**src/rtl/multicycle_controller_pkg.sv**
```systemverilog
// multicycle_controller_pkg: shared encodings for the multicycle controller
// Holds the FSM state encoding, RV32 opcodes, imm_*_type codes, result/ALU source
// selects, branch funct3 codes and the DECODE dispatch function.
// ILLEGAL_TRAP_EN adds the ILLEGAL state and routes unknown opcodes to it.
package multicycle_controller_pkg;
   typedef enum logic [3:0] {
      FETCH, DECODE, MEM_ADR, MEM_RD, MEM_WB, MEM_WR, EXEC_R, EXEC_I,
      ALU_WB, BRANCH, JAL, JALR, LUI
`ifdef ILLEGAL_TRAP_EN
      , ILLEGAL
`endif
   } state_t;
   localparam logic [6:0] OP_LOAD   = 7'b0000011;
   localparam logic [6:0] OP_STORE  = 7'b0100011;
   localparam logic [6:0] OP_R      = 7'b0110011;
   localparam logic [6:0] OP_I      = 7'b0010011;
   localparam logic [6:0] OP_BRANCH = 7'b1100011;
   localparam logic [6:0] OP_JAL    = 7'b1101111;
   localparam logic [6:0] OP_JALR   = 7'b1100111;
   localparam logic [6:0] OP_LUI    = 7'b0110111;
   localparam logic [2:0] imm_I_type = 3'd0;
   localparam logic [2:0] imm_S_type = 3'd1;
   localparam logic [2:0] imm_B_type = 3'd2;
   localparam logic [2:0] imm_J_type = 3'd3;
   localparam logic [2:0] imm_U_type = 3'd4;
   localparam logic [1:0] RES_ALU = 2'd0;
   localparam logic [1:0] RES_MEM = 2'd1;
   localparam logic [1:0] RES_IMM = 2'd2;
   localparam logic [1:0] SRCA_PC    = 2'd0;
   localparam logic [1:0] SRCA_OLDPC = 2'd1;
   localparam logic [1:0] SRCA_RS1   = 2'd2;
   localparam logic [1:0] SRCB_RS2  = 2'd0;
   localparam logic [1:0] SRCB_IMM  = 2'd1;
   localparam logic [1:0] SRCB_FOUR = 2'd2;
   localparam logic [1:0] ALUOP_ADD   = 2'd0;
   localparam logic [1:0] ALUOP_SUB   = 2'd1;
   localparam logic [1:0] ALUOP_FUNCT = 2'd2;
   localparam logic [2:0] F3_BEQ = 3'b000;
   localparam logic [2:0] F3_BNE = 3'b001;
   localparam logic [2:0] F3_BLT = 3'b100;
   localparam logic [2:0] F3_BGE = 3'b101;
   function automatic state_t decode_op(input logic [6:0] op);
      case (op)
         OP_LOAD, OP_STORE: return MEM_ADR;
         OP_R:              return EXEC_R;
         OP_I:              return EXEC_I;
         OP_BRANCH:         return BRANCH;
         OP_JAL:            return JAL;
         OP_JALR:           return JALR;
         OP_LUI:            return LUI;
`ifdef ILLEGAL_TRAP_EN
         default:           return ILLEGAL;
`else
         default:           return FETCH;
`endif
      endcase
   endfunction
endpackage

```
**src/rtl/multicycle_controller_branch_cond.sv**
```systemverilog
// multicycle_controller_branch_cond: decides whether a conditional branch is taken
// Ports: i_funct3 branch sub-function, i_zero ALU zero flag, i_lt ALU signed
// less-than flag, o_take branch taken (0 for unsupported funct3).
module multicycle_controller_branch_cond
   import multicycle_controller_pkg::*;
(
   input  logic [2:0] i_funct3,
   input  logic       i_zero,
   input  logic       i_lt,
   output logic       o_take
);
   assign o_take = (i_funct3 == F3_BEQ) ?  i_zero :
                   (i_funct3 == F3_BNE) ? !i_zero :
                   (i_funct3 == F3_BLT) ?  i_lt   :
                   (i_funct3 == F3_BGE) ? !i_lt   : 1'b0;
endmodule

```
**src/rtl/multicycle_controller.sv**
```systemverilog
// multicycle_controller: Moore FSM sequencing a multicycle RV32 datapath
// Inputs: clk, rst (async active-low), op, funct3, alu_zero, alu_lt, mem_ready.
// Outputs: pc_write, ir_write, adr_src, mem_write, reg_write, alu_src_a/b, alu_op,
// result_src, imm_src, illegal. Define ILLEGAL_TRAP_EN to trap unknown opcodes.
module multicycle_controller
   import multicycle_controller_pkg::*;
(
   input  logic       clk,
   input  logic       rst,
   input  logic [6:0] op,
   input  logic [2:0] funct3,
   input  logic       alu_zero,
   input  logic       alu_lt,
   input  logic       mem_ready,
   output logic       pc_write,
   output logic       ir_write,
   output logic       adr_src,
   output logic       mem_write,
   output logic       reg_write,
   output logic [1:0] alu_src_a,
   output logic [1:0] alu_src_b,
   output logic [1:0] alu_op,
   output logic [1:0] result_src,
   output logic [2:0] imm_src,
   output logic       illegal
);
   state_t r_state;
   logic   w_take;
   multicycle_controller_branch_cond u_branch_cond (
      .i_funct3 (funct3),
      .i_zero   (alu_zero),
      .i_lt     (alu_lt),
      .o_take   (w_take)
   );
   always_ff @(posedge clk or negedge rst)
      if (!rst) r_state <= FETCH;
      else
         case (r_state)
            FETCH:                     if (mem_ready) r_state <= DECODE;
            DECODE:                    r_state <= decode_op(op);
            MEM_ADR:                   r_state <= (op == OP_STORE) ? MEM_WR : MEM_RD;
            MEM_RD:                    if (mem_ready) r_state <= MEM_WB;
            MEM_WR:                    if (mem_ready) r_state <= FETCH;
            EXEC_R, EXEC_I, JAL, JALR: r_state <= ALU_WB;
`ifdef ILLEGAL_TRAP_EN
            ILLEGAL:                   r_state <= ILLEGAL;
`endif
            default:                   r_state <= FETCH;
         endcase
   // Gating with rst makes every output drop the instant reset asserts,
   // including a store in flight in MEM_WR.
   always_comb begin
      pc_write   = 1'b0;
      ir_write   = 1'b0;
      adr_src    = 1'b0;
      mem_write  = 1'b0;
      reg_write  = 1'b0;
      alu_src_a  = SRCA_PC;
      alu_src_b  = SRCB_RS2;
      alu_op     = ALUOP_ADD;
      result_src = RES_ALU;
      imm_src    = imm_I_type;
      illegal    = 1'b0;
      if (rst)
         case (r_state)
            FETCH: begin
               ir_write  = 1'b1;
               pc_write  = mem_ready;
               alu_src_b = SRCB_FOUR;
            end
            DECODE: begin
               alu_src_a = SRCA_OLDPC;
               alu_src_b = SRCB_IMM;
               imm_src   = imm_B_type;
            end
            MEM_ADR: begin
               alu_src_a = SRCA_RS1;
               alu_src_b = SRCB_IMM;
               imm_src   = (op == OP_STORE) ? imm_S_type : imm_I_type;
            end
            MEM_RD:  adr_src = 1'b1;
            MEM_WB: begin
               reg_write  = 1'b1;
               result_src = RES_MEM;
            end
            MEM_WR: begin
               adr_src   = 1'b1;
               mem_write = 1'b1;
            end
            EXEC_R: begin
               alu_src_a = SRCA_RS1;
               alu_op    = ALUOP_FUNCT;
            end
            EXEC_I: begin
               alu_src_a = SRCA_RS1;
               alu_src_b = SRCB_IMM;
               alu_op    = ALUOP_FUNCT;
            end
            ALU_WB:  reg_write = 1'b1;
            BRANCH: begin
               alu_src_a = SRCA_RS1;
               alu_op    = ALUOP_SUB;
               imm_src   = imm_B_type;
               pc_write  = w_take;
            end
            JAL: begin
               alu_src_a = SRCA_OLDPC;
               alu_src_b = SRCB_FOUR;
               imm_src   = imm_J_type;
               pc_write  = 1'b1;
            end
            JALR: begin
               alu_src_a = SRCA_OLDPC;
               alu_src_b = SRCB_FOUR;
               pc_write  = 1'b1;
            end
            LUI: begin
               reg_write  = 1'b1;
               result_src = RES_IMM;
               imm_src    = imm_U_type;
            end
`ifdef ILLEGAL_TRAP_EN
            ILLEGAL: illegal = 1'b1;
`endif
            default: ;
         endcase
   end
endmodule

```
**config.mk**
```make
export PLATFORM = sky130hd
export DESIGN_NAME = multicycle_controller
export DESIGN_NICKNAME = d
export VERILOG_FILES = /design/src/rtl/multicycle_controller_pkg.sv /design/src/rtl/multicycle_controller_branch_cond.sv /design/src/rtl/multicycle_controller.sv
export SDC_FILE = /design/constraint.sdc
export NUM_CORES = 1
export LEC_CHECK = 0
export CAP_MARGIN = 40
export CORE_MARGIN = 1.5
export CORE_UTILIZATION = 30
export DETAILED_ROUTE_END_ITERATION = 10
export SETUP_SLACK_MARGIN = 0.3
export SYNTH_ARGS = -nofsm -noshare
export SYNTH_HDL_FRONTEND = slang
export SYNTH_SLANG_ARGS = --single-unit
```
**constraint.sdc**
```tcl
create_clock -name clk -period 1.3 [get_ports clk]
set_input_delay 0.13 -clock clk [delete_from_list [all_inputs] [get_ports clk]]
set_output_delay 0.13 -clock clk [all_outputs]
set_load 0.01 [all_outputs]
```
==> results.md, run 1 <==
* N_diodes at 0
* Area grow syn2layout at 152%
* RSZ-0062 raised after global routing: yes
* Util after Layout at between 80% and 90%
* Final Skew at 0.00806 ns
* GRT overflow at 0
* Power density cells at approximately 820 mW/mm^2
* Detailed-route vias per instance at between 5 and 6
* Failing checks: setup timing
* Crit path cell chain: buf_6 > xnor2_2 > a21oi_2 > nor3b_2 > buf_2
* Final setup fails at 20
* Post-route cell area at 0.00151 mm^2
* Yosys reg bits at 4
* DP Cell Count at about 160
* Vias at ~980
* PortBufs at 30
* Global Route Usage Sum at between 20 and 25%
* Die area at roughly 0.0023 mm^2
* Reg-to-reg startpoint: r_state[3]$_DFFE_PN0P_
* Final Hold Viols at 0
* CTS tree: built
* Startpoint types: register
* Worst-path fanout max at 5
* Mapped Nets at 100
* TritonCTS sink count at 4
* 1st-iter DRT viols at 16
* Kind of critical path: register to output port
* First drt pass iteration count at 4
* Final HPWL DP at 1560 um
* Die H at 47.6 um
* Placement Setup Slack at -0.683 ns
* Highest clock rate at approximately 0.65 GHz
* CP peak stage delay at 0.48 ns
* Clock Latency Late Sink at between 0.2 and 0.25 ns
* Mapped Area at between 500 and 600 um^2
* FP Rows at 15
* Syn Inst Count at 85
* Syn avg cell area at 7.02 um^2
* Max FFs per register at 4
* Num CTS Buffers at 3
* CP Capture Type: output port
* Layout Cells excl Fill at 183
* H-tree Lvls at 1
* Initial Util at between 30% and 40%
* Worst r2r dst: r_state[0]$_DFFE_PN0P_
* Core Area at 0.00180 mm^2
* Number of nets in the layout at roughly 180
* Crit-path leading delay family: flip-flops
* Fill cells at 102
* Largest area contributor in the netlist: dfrtp_1
* Reg with most FFs: r_state
* Die width at between 40 and 50 um
* Setup WS post-layout at -0.246 ns
* YS warnings at 0
* R2R cell count at 6
* Root buf cell: clkbuf_4
* Routability cong. at 0.824
* Global-route wire length before repair at 3680 um
* WP data required at about 1.2 ns
* Largest net degree at the start of global routing at 8
* Fraction of layout cells with a size suffix above 1 at roughly 70%
* Crit-path slowest cell: dfrtp_2
* Vias in the first global route at between 800 and 900
* Biggest regs: r_state: 4 flops
* Hold Crit Class: primary input to async pin
* Status: complete, but fails checks
* Max-cap viol count at 0
* Lkg Pwr at roughly 0.71 nW
* Yosys top cell area share at ~17%
* Yosys cell types at 35
* Setup TNS at -2.54 ns
* Max VDD drop at around 0.52 mV
* Drt wl/cell at 15.4 um
* Drc violations at 0
* Minimum clock period at 1.55 ns
* Deepest clock path buffer count at 2
* Num ports at 32
* Critical Path AT at 1.42 ns
* Sequential share of the synthesized area at 16.8%
* Ranking of synthesized cells by area: dfrtp_1 (17%), nor2_1 (6.3%), a21oi_1 (5.9%)
* Reg-to-reg slack, setup at -0.14 ns
* Max Slew Vio Count at 0
* Initial antenna violation count at 0
* Dpl cell area at around 0.0012 mm^2
* Detailed-route wire length at between 2000 and 3000 um
* Final Cycle Share at 119%
* ANT nets after route at 0
* Clock Pin Slew Worst Setup and Hold Paths at about 0.040 ns
* CP Buf/Inv Count at 2
worst register-to-register path, stage by stage, from the launching register on:
cell,delay [ns]
dfrtp_2,0.43
buf_6,0.14
buf_6,0.12
nor2_4,0.13
buf_6,0.12
nand4_1,0.13
o32ai_2,0.28
cells in the mapped netlist:
master / count
inv_1: 2
and4_1: 3
conb_1: 1
o32ai_1: 1
a41o_1: 1
a22oi_1: 2
nor3_1: 7
xor2_1: 2
buf_6: 1
inv_2: 1
a21oi_1: 7
nor2_4: 1
nor2_1: 10
buf_4: 3
nor2b_2: 1
nand4b_1: 1
a31oi_1: 2
nor3b_1: 1
a32o_1: 1
o22ai_1: 1
nand2b_1: 1
nand2_1: 8
nand4_1: 1
mux2i_1: 2
nor3_2: 1
and3_1: 3
nand3_1: 5
nor4_2: 1
dfrtp_1: 4
nor2b_1: 4
and2b_1: 1
o21ai_0: 1
and2b_2: 1
buf_2: 1
xnor2_1: 2
kinds of logic (layout without fill, tap and decap cells):
kind of cell              after synthesis  in the layout  share of synthesized area, %
AOI/OAI and AO/OA                      16             16                          17.2
buffers and inverters                   8             81                          8.38
and+or+nand+nor                        50             50                          47.8
xor gates and xnor gates                4              4                          5.87
DFF                                     4              4                          16.8
other                                   1              1                         0.628
muxes                                   2              2                          3.35
report_power, final:
group / internal, mW / leakage, nW / total [mW] / switching, mW
Combinational: 0.467 / 0.651 / 0.911 / 0.444
Clock: 0.103 / 0.0138 / 0.158 / 0.0544
Sequential: 0.145 / 0.0494 / 0.174 / 0.0294
Total: 0.716 / 0.714 / 1.24 / 0.527
layout by cell type (no fill, tap or decap), types with 2 or more instances in the layout:
master / synthesis / layout
buf_4: 3 / 24
buf_6: 1 / 21
buf_2: 1 / 14
dlygate4sd2_1: 0 / 8
nor2_4: 1 / 6
clkdlybuf4s50_1: 0 / 6
a21oi_2: 0 / 5
nand2_1: 8 / 4
nor3_2: 1 / 4
nor2_1: 10 / 4
nor2b_1: 4 / 3
nand3_2: 0 / 3
clkbuf_4: 0 / 3
dfrtp_2: 0 / 3
nor2b_4: 0 / 2
and3_1: 3 / 2
nand2_4: 0 / 2
and4_4: 0 / 2
nor3_4: 0 / 2
a21oi_1: 7 / 2
xor2_1: 2 / 2
mux2i_1: 2 / 2
nor3_1: 7 / 2
a22oi_1: 2 / 2
per-layer routing:
metal / GRT usage [%] / up-vias / part of all wire, %
li1: - / 461 / -
met1: 25.3 / 467 / 38
met2: 44.1 / 34 / 55
met3: 2.64 / 13 / 3.1
met4: 7.57 / 0 / 3.6
met5: 0 / - / 0
metrics by stage:
step | power (mW) | hold WS, ns
CTS | 1.09 | 0.257
finish | 1.24 | 0.276
detailed placement | 0.835 | 0.600
global route | 1.30 | 0.287
floorplan | 0.547 | -0.166
global placement | 0.830 | 0.604
layout make-up:
type                            instances  area [um^2]  share of cell area (%)
Clock buffer                            3         22.5                    1.50
Inverter                                3         31.3                    2.08
Multi-Input combinational cell         73          666                    44.2
Sequential cell                         4          104                    6.89
Tap cell                               25         31.3                    2.08
Timing Repair Buffer                   75          652                    43.3
worst max path at each step:
| stage | startpoint | end | depth (start not counted) |
|---|---|---|---|
| 3_5_place_dp | op[3] | imm_src[0] | 6 |
| 3_3_place_gp | op[3] | imm_src[0] | 6 |
| 4_1_cts | r_state[0]$_DFFE_PN0P_ | pc_write | 5 |
| 5_1_grt | r_state[2]$_DFFE_PN0P_ | alu_src_b[0] | 5 |
| 6_report | r_state[2]$_DFFE_PN0P_ | alu_src_b[0] | 5 |
| 2_1_floorplan | r_state[3]$_DFFE_PN0P_ | result_src[0] | 4 |
what timing repair did:
action,in CTS,in global routing
hold buffers,0,0
endpoints found under the setup margin,20,20
resized for setup,102,30
setup buffers,13,4
pin swaps,17,17
gates cloned,0,0
(Power assumes the default switching activity.)
==> run 2, diff against run 1 <==
- SKIP_CTS_REPAIR_TIMING: default -> 1
==> results.md, run 2 (same netlist as run 1, synthesis figures left out) <==
* Vias at 927 (-4.9%)
* R2R cell count at 6 (unchanged)
* Power density cells at 791 mW/mm^2 (-4.1%)
* Largest net degree at the start of global routing at 11 (+3)
* Fraction of layout cells with a size suffix above 1 at 60.4% (-8.0 points)
* CP Buf/Inv Count at 2 (unchanged)
* Root buf cell: clkbuf_4
* Max VDD drop at 0.474 mV (-8.9%)
* Detailed-route vias per instance at 5.18 (-2.8%)
* Failing checks: setup timing
* Status: complete, but fails checks
* Final HPWL DP at 1560 um (unchanged)
* Most frequent cells in the layout: buf_4 (33), buf_2 (12), dlymetal6s2s_1 (10)
* Critical Path AT at 1.37 ns (-0.05 ns)
* Crit-path slowest cell: dfrtp_2
* Crit path cell chain: buf_12 > nor2b_2 > nand2_1 > a21oi_2 > clkbuf_2
* 1st-iter DRT viols at 32 (+16)
* RSZ-0062 raised after global routing: yes
* Multi-input logic area at 596 um^2 (-11%)
* Placement Setup Slack at -0.683 ns (unchanged)
* WP data required at 1.17 ns (about the same)
* Die H at 47.6 um (unchanged)
* Biggest regs: r_state: 4 flops
* Final Skew at 0.00237 ns (-0.00569 ns)
* Max Slew Vio Count at 0 (unchanged)
* GRT overflow at 0 (unchanged)
* Core Area at 0.00180 mm^2 (unchanged)
* Critical Path Source: r_state[3]$_DFFE_PN0P_
* Number of nets in the layout at 171 (-2.3%)
* Detailed-route wire length at 2610 um (-7.7%)
* Hold Crit Class: primary input to async pin
* FP Rows at 15 (unchanged)
* WHS at 0.0900 ns (-0.186 ns)
* Worst-path fanout max at 4 (-1)
* Storage cell area at 104 um^2 (unchanged)
* Deepest clock path buffer count at 2 (unchanged)
* Setup WS post-layout at -0.200 ns (+0.0462 ns)
* CTS tree: built
* ANT nets after route at 0 (unchanged)
* Max FFs per register at 4 (unchanged)
* Routability cong. at 0.824 (unchanged)
* Lkg Pwr at 0.748 nW (+4.7%)
* PortBufs at 30 (unchanged)
* Startpoint types: register
* Clock Pin Slew Worst Setup and Hold Paths at 0.04 ns (about the same)
* Minimum clock period at 1.50 ns (-0.0462 ns)
* Num ports at 32 (unchanged)
* Die width at 47.6 um (unchanged)
* Kind of critical path: register to output port
* CP Capture Type: output port
* Crit-path leading delay family: flip-flops
* Global Route Usage Sum at 18.6% (-4.2 points)
* Highest clock rate at 0.667 GHz (+3.1%)
* H-tree Lvls at 1 (unchanged)
* Critical path destination: alu_src_a[0]
* Critical path depth in cells at 5 (unchanged)
* N_diodes at 0 (unchanged)
* Reg-to-reg slack, setup at -0.18 ns (-0.04 ns)
* Vias in the first global route at 772 (-12%)
* TritonCTS sink count at 4 (unchanged)
* Drc violations at 0 (unchanged)
* First drt pass iteration count at 5 (+1)
* Num CTS Buffers at 3 (unchanged)
* Final Cycle Share at 115% (-3.6 points)
* Area grow syn2layout at 132%
* Final setup fails at 20 (unchanged)
* Initial antenna violation count at 0 (unchanged)
* Max-cap viol count at 0 (unchanged)
* Global-route wire length before repair at 3080 um (-16%)
* Reg-to-reg startpoint: r_state[3]$_DFFE_PN0P_
* Post-route cell area at 0.00139 mm^2 (-7.9%)
* Reg with most FFs: r_state
* Dpl cell area at 0.00120 mm^2 (unchanged)
* Drt wl/cell at 14.6 um (-5.6%)
* Final Hold Viols at 0 (unchanged)
* Fill cells at 131 (+28%)
* Initial Util at 33.1% (unchanged)
* Clock Latency Late Sink at 0.24 ns (about the same)
* Commonest non-fill, non-tap cell in the layout: buf_4
* CP peak stage delay at 0.44 ns (-0.04 ns)
* Worst r2r dst: r_state[0]$_DFFE_PN0P_
* Power, Total at 1.10 mW (-12%)
* Die area at 0.00227 mm^2 (unchanged)
run 2: stage by stage:
stage | utilization [%] | instances | TNS, ns
global route | 77.0 | 179 | -3.75
detailed placement | 66.8 | 163 | -8.00
global placement | 66.8 | 163 | -7.86
floorplan | - | 85 | 0
CTS | 68.1 | 166 | -10.48
finish | 77.0 | 179 | -2.53
run 2: metal layers:
metal / global-route usage (%) / wire (um) / vias to the layer above
li1: - / - / 444
met1: 22.3 / 1010 / 420
met2: 35.4 / 1400 / 53
met3: 1.13 / 121 / 10
met4: 4.86 / 68 / 0
met5: 0 / 0 / -
run 2: cell type report:
cell class | instances | share of cell area, %
Clock buffer | 3 | 1.62
Inverter | 3 | 2.25
Multi-Input combinational cell | 73 | 42.9
Sequential cell | 4 | 7.48
Tap cell | 25 | 2.25
Timing Repair Buffer | 71 | 43.5
run 2: worst min-delay path by stage:
stage,slack [ns],startpoint,depth (start not counted),to
finish,0.09,rst,2,r_state[1]$_DFFE_PN0P_
global route,0.08,rst,2,r_state[2]$_DFFE_PN0P_
CTS,0.36,rst,2,r_state[2]$_DFFE_PN0P_
detailed placement,0.60,rst,2,r_state[2]$_DFFE_PN0P_
global placement,0.60,rst,2,r_state[2]$_DFFE_PN0P_
floorplan,-0.17,rst,0,r_state[0]$_DFFE_PN0P_
run 2: where the power goes:
| part | total, mW | leakage [nW] | internal (mW) | switching [mW] |
|---|---|---|---|---|
| logic | 0.759 | 0.685 | 0.386 | 0.374 |
| registers | 0.175 | 0.0494 | 0.145 | 0.0299 |
| clock network | 0.163 | 0.0138 | 0.104 | 0.0591 |
